**src/rtl/alu_seq.sv**
```systemverilog
// Handshaked multi-cycle ALU: single-cycle arithmetic/logic/compare, iterative shifts
// (SHIFT_STEP bits per cycle) and an iterative shift-add multiplier (MUL_STEP bits per cycle).
module alu_seq #(
  parameter int XLEN       = 32,
  parameter int SHIFT_STEP = 4,
  parameter int MUL_STEP   = 2
) (
  input  logic            clk,
  input  logic            rst,
  input  logic            in_valid,
  output logic            in_ready,
  input  logic [3:0]      in_func,
  input  logic [XLEN-1:0] in_a,
  input  logic [XLEN-1:0] in_b,
  output logic            out_valid,
  input  logic            out_ready,
  output logic [XLEN-1:0] out_data,
  output logic            out_err
);

  localparam int SHW = $clog2(XLEN);
  localparam int CW  = SHW + 1;

  localparam logic [1:0] IDLE = 2'd0;
  localparam logic [1:0] BUSY = 2'd1;
  localparam logic [1:0] DONE = 2'd2;

  localparam logic [3:0] F_ADD  = 4'd0;
  localparam logic [3:0] F_SUB  = 4'd1;
  localparam logic [3:0] F_AND  = 4'd2;
  localparam logic [3:0] F_OR   = 4'd3;
  localparam logic [3:0] F_XOR  = 4'd4;
  localparam logic [3:0] F_SLT  = 4'd5;
  localparam logic [3:0] F_SLTU = 4'd6;
  localparam logic [3:0] F_SLL  = 4'd7;
  localparam logic [3:0] F_SRL  = 4'd8;
  localparam logic [3:0] F_SRA  = 4'd9;
  localparam logic [3:0] F_MUL  = 4'd10;

  localparam logic [CW-1:0] SSTEP  = CW'(SHIFT_STEP);
  localparam logic [CW-1:0] MSTEPS = CW'(XLEN / MUL_STEP);

  logic [1:0]      state;
  logic [3:0]      func_r;
  logic [XLEN-1:0] mcand;
  logic [XLEN-1:0] mplier;
  logic [CW-1:0]   cnt;

  logic [CW-1:0]   sh_ext;
  logic [CW-1:0]   first_n;
  logic [CW-1:0]   busy_n;

  function automatic logic [XLEN-1:0] alu_simple(input logic [3:0] f,
                                                 input logic [XLEN-1:0] a,
                                                 input logic [XLEN-1:0] b);
    case (f)
      F_ADD:   return a + b;
      F_SUB:   return b - a;
      F_AND:   return a & b;
      F_OR:    return a | b;
      F_XOR:   return a ^ b;
      F_SLT:   return {{(XLEN-1){1'b0}}, ($signed(a) < $signed(b))};
      F_SLTU:  return {{(XLEN-1){1'b0}}, (a < b)};
      default: return '0;
    endcase
  endfunction

  // Partial shift of at most SHIFT_STEP bits; SRA keeps the MSB, which is the original sign.
  function automatic logic [XLEN-1:0] shift_step(input logic [3:0] f,
                                                 input logic [XLEN-1:0] v,
                                                 input logic [CW-1:0] n);
    case (f)
      F_SLL:   return v << n;
      F_SRL:   return v >> n;
      default: return $signed(v) >>> n;
    endcase
  endfunction

  function automatic logic [XLEN-1:0] mul_step(input logic [XLEN-1:0] acc,
                                               input logic [XLEN-1:0] m,
                                               input logic [MUL_STEP-1:0] bits);
    logic [XLEN-1:0] r;
    r = acc;
    for (int i = 0; i < MUL_STEP; i++) begin
      if (bits[i]) r = r + (m << i);
    end
    return r;
  endfunction

  assign in_ready  = (state == IDLE);
  assign out_valid = (state == DONE);

  assign sh_ext  = {1'b0, in_b[SHW-1:0]};
  assign first_n = (sh_ext <= SSTEP) ? sh_ext : SSTEP;
  assign busy_n  = (cnt <= SSTEP) ? cnt : SSTEP;

  // The accept edge performs the first iteration, so latency equals the iteration count.
  always_ff @(posedge clk or posedge rst) begin
    if (rst) begin
      state    <= IDLE;
      func_r   <= '0;
      mcand    <= '0;
      mplier   <= '0;
      cnt      <= '0;
      out_data <= '0;
      out_err  <= 1'b0;
    end else begin
      case (state)
        IDLE: begin
          if (in_valid) begin
            func_r  <= in_func;
            out_err <= 1'b0;
            case (in_func)
              F_ADD, F_SUB, F_AND, F_OR, F_XOR, F_SLT, F_SLTU: begin
                out_data <= alu_simple(in_func, in_a, in_b);
                state    <= DONE;
              end
              F_SLL, F_SRL, F_SRA: begin
                out_data <= shift_step(in_func, in_a, first_n);
                cnt      <= sh_ext - first_n;
                state    <= (sh_ext <= SSTEP) ? DONE : BUSY;
              end
              F_MUL: begin
                out_data <= mul_step('0, in_a, in_b[MUL_STEP-1:0]);
                mcand    <= in_a << MUL_STEP;
                mplier   <= in_b >> MUL_STEP;
                cnt      <= MSTEPS - 1'b1;
                state    <= (MSTEPS == 1) ? DONE : BUSY;
              end
              default: begin
                out_data <= '0;
                out_err  <= 1'b1;
                state    <= DONE;
              end
            endcase
          end
        end
        BUSY: begin
          if (func_r == F_MUL) begin
            out_data <= mul_step(out_data, mcand, mplier[MUL_STEP-1:0]);
            mcand    <= mcand << MUL_STEP;
            mplier   <= mplier >> MUL_STEP;
            cnt      <= cnt - 1'b1;
            if (cnt == 1) state <= DONE;
          end else begin
            out_data <= shift_step(func_r, out_data, busy_n);
            cnt      <= cnt - busy_n;
            if (cnt <= SSTEP) state <= DONE;
          end
        end
        DONE: begin
          if (out_ready) state <= IDLE;
        end
        default: state <= IDLE;
      endcase
    end
  end

endmodule

```
**config.mk**
```make
export PLATFORM = sky130hd
export DESIGN_NAME = alu_seq
export DESIGN_NICKNAME = d
export VERILOG_FILES = /design/src/rtl/alu_seq.sv
export SDC_FILE = /design/constraint.sdc
export NUM_CORES = 1
export LEC_CHECK = 0
export ABC_AREA = 1
export ABC_CLOCK_PERIOD_IN_PS = 4000
export CELL_PAD_IN_SITES_DETAIL_PLACEMENT = 1
export CELL_PAD_IN_SITES_GLOBAL_PLACEMENT = 1
export CORE_AREA = 3 3 239 241
export CTS_BUF_LIST = sky130_fd_sc_hd__clkbuf_4
export CTS_CLUSTER_SIZE = 24
export DETAILED_ROUTE_END_ITERATION = 10
export DIE_AREA = 0 0 242 244
export PLACE_DENSITY = 0.93
export SLEW_MARGIN = 20
export SYNTH_ARGS = -nofsm -noshare
export SYNTH_HDL_FRONTEND = slang
export SYNTH_SLANG_ARGS = --single-unit
```
**constraint.sdc**
```tcl
create_clock -name clk -period 4 [get_ports clk]
set_input_delay 0.4 -clock clk [delete_from_list [all_inputs] [get_ports clk]]
set_output_delay 0.4 -clock clk [all_outputs]
set_load 0.01 [all_outputs]
```
==> flow_metrics.env <==
export IMPL_whs_ps=124
export IMPL_clk_latency_ps=640
export IMPL_critical_path_peak_fanout=7
export IMPL_hp_class="input port to asynchronous set/reset pin"
export IMPL_cts_buffers=9
export IMPL_rrSetupSlack_ps=-70
export IMPL_period_needed_ps=4070
export IMPL_yosysWarningCount=0
export IMPL_synth_seq_area_share=0.108
export IMPL_maxSlewHeadroom=0.301
export IMPL_multi_input_area_mm2=0.0190
export IMPL_period_share=1.02
export IMPL_setup_violations=2
export IMPL_async_flop_share=1.00
export IMPL_rows=86
export IMPL_yosys_register_bits=105
export IMPL_path_clk_slew_ps=230
export IMPL_crit_top_cell="nand2_1"
export IMPL_die_h_um=244
export IMPL_dp_cells=5610
export IMPL_synth_edf_count=0
export IMPL_antenna_left=0
export IMPL_drcViolationCount=0
export IMPL_slowest_delay_ps=500
export IMPL_antenna_found_initial=7
export IMPL_cts_tree="yes"
export IMPL_core_area_mm2=0.0551
export IMPL_hpwl_um=113000
export IMPL_die_w_um=242
export IMPL_power_density_mw_per_mm2=744
export IMPL_cp_arrival_ps=4610
export IMPL_finalWorstSetupSlack_ps=-71.8
export IMPL_drtPass1Iterations=5
export IMPL_grt_busiest_layer="met2"
export IMPL_clock_sinks=105
export IMPL_syn_to_final_growth_pct=20.9
export IMPL_grt_pass1_wl_um=201000
export IMPL_rsz0062_at_grt="yes"
export IMPL_wirelength_um=138000
export IMPL_slew_violations=0
export IMPL_layout_drive_gt1_share=0.122
export IMPL_cts_hold_buffers_added=0
export IMPL_clockBufferDepth=2
export IMPL_use_met2=0.723
export IMPL_via_per_inst=5.97
export IMPL_p_leak_nw=15.9
export IMPL_dieArea_mm2=0.0590
export IMPL_violations="setup timing"
export IMPL_fmax_mhz=246
export IMPL_grt_pass1_vias=34100
export IMPL_crit_path_start_kind="register"
export IMPL_wire_per_inst_um=24.5
export IMPL_critPathCaptureType="register"
export IMPL_grt_usage=0.442
export IMPL_synth_flop_cell="dfrtp_1"
export IMPL_maxCapViolCount=0
export IMPL_power_mw=21.8
export IMPL_gr_total_overflow=0
export IMPL_worstPathRequired_ps=4540
export IMPL_grt_util_met3=0.0679
export IMPL_final_seq_area_mm2=0.00264
export IMPL_synth_cell_type_count=58
export IMPL_htreeDepth=3
export IMPL_drt_iter0_drc=3009
export IMPL_io_pin_count=107
export IMPL_crit_type="register to register"
export IMPL_final_hold_viol_count=0
export IMPL_synth_cells=4544
export IMPL_cts_root_buffer="clkbuf_4"
export IMPL_vias=33700
export IMPL_cp_slowest_cell="dfrtp_1"
export IMPL_gp_congestion=1.06
export IMPL_netlist_area_mm2=0.0243
export IMPL_fin_cells=5646
export IMPL_io_buffers=106
export IMPL_nFillCells=8179
export IMPL_skew_ps=38.8
export IMPL_ir_drop_uv=364
export IMPL_synth_avg_cell_area_um2=5.34
export IMPL_initial_core_util=0.441
export IMPL_nets=5189
export IMPL_grt_max_degree=117
export IMPL_grtUsageMet1=0.493
export IMPL_outcome="finished, violations left"
export IMPL_max_slew_worst_pin_slew_ps=1050
## metrics by stage
stage          TNS (ps)  cell area (um^2)  worst slack (ps)   util
3_3_place_gp       -731             28400              -179  0.515
2_1_floorplan         0             24300               482      -
5_1_grt            -947             29300              -208  0.532
3_5_place_dp      -1430             28400              -235  0.515
6_report           -106             29300             -71.8  0.533
4_1_cts               0             28600             0.159  0.520
## Yosys cell counts (8+ instances only)
cell	number	area, um^2
buf_2	63	315
o21ai_0	275	1380
nor3_1	40	200
nand2_1	1508	5660
a21oi_1	270	1350
nand3_1	510	2550
o21ai_1	49	245
nand4_1	54	338
o21bai_1	25	188
nor2_1	361	1360
o22ai_1	34	213
o21a_1	13	97.6
xnor2_1	8	70.1
o211ai_1	77	578
inv_1	670	2510
nor2_2	10	62.6
clkbuf_1	67	251
buf_4	15	113
xor2_1	22	193
buf_6	12	135
dfrtp_1	105	2630
buf_1	14	52.6
a221oi_1	10	87.6
or2_2	8	50.1
ha_1	224	2800
## sequential cells by signal, indices dropped and copies added, names as in the netlist
signal,cells
func_r,4
out_data,32
state,2
cnt,6
out_err,1
mplier,30
mcand,30
## placed cells by master (no fill, tap or decap), types with 10 or more instances in the layout
cell and instances:
nand2_1 1469, inv_1 666, nand3_1 499, buf_4 393, nor2_1 337, o21ai_0 259, a21oi_1 255, ha_1 196
clkdlybuf4s50_1 106, dfrtp_1 98, o211ai_1 77, o21ai_1 60, nand4_1 54, nand2_2 39, o22ai_1 34, nor3_1 31
nor2_2 28, o21bai_1 24, ha_4 24, xor2_1 22, o21a_1 13, a21oi_2 13, nor2_4 10, a221oi_1 10
## kinds of logic after synthesis
group / share of synthesized area
XOR/XNOR: 0.0108
AO/OA/AOI/OAI: 0.183
buffers and inverters: 0.141
adder cells (fa/ha/maj): 0.120
flip-flops: 0.108
multiplexers: 0.00289
AND/OR/NAND/NOR: 0.435
other: 0.000154
## per-layer routing
metal  share of wire  vias up
met5         0.00030        -
met4            0.11        6
met3           0.075      651
met2            0.44     1701
met1            0.37    16000
li1                -    15400
## worst max-delay path, delay by kind of cell, from the launching register on
family                   cells  cell delay [ps]
AO/OA/AOI/OAI                1              120
AND/OR/NAND/NOR             21             2220
adder cells (fa/ha/maj)      2              670
flip-flops                   1              500
buffers and inverters        4              440
## final timing paths
check / from / endpoint / depth (start not counted)
setup / recovery: mcand[17] / out_data[31] / 28
hold / removal: rst / mplier[26] / 2
setup reg to reg: mcand[17] / out_data[31] / 28
hold reg to reg: mplier[9] / mplier[9] / 2
max in group asynchronous: rst / out_data[12] / 3
min in group clk: out_ready / state[1] / 4
## power by group
part / total (mW) / internal (mW) / leakage [nW] / switching, mW
sequential: 2.17 / 1.59 / 1.28 / 0.589
clock: 0.628 / 0.127 / 0.0607 / 0.500
combinational: 19.0 / 6.62 / 14.5 / 12.4
## final cells by class
class,instances,share of cell area
multi-input combinational,3588,0.647
sequential,105,0.0899
antenna,6,0.000512
tap,748,0.0319
timing repair buffer,504,0.140
clock buffer,9,0.00230
inverter,680,0.0872
clock inverter,6,0.00145
## timing repair
| action | 4_1_cts | 5_1_grt |
|---|---|---|
| endpoints found under the setup margin | 13 | 23 |
| setup buffers | 5 | 10 |
| gates cloned | 0 | 0 |
| pin swaps | 2 | 19 |
| gates resized for setup | 28 | 152 |
Power figures use the tool's default switching activity.
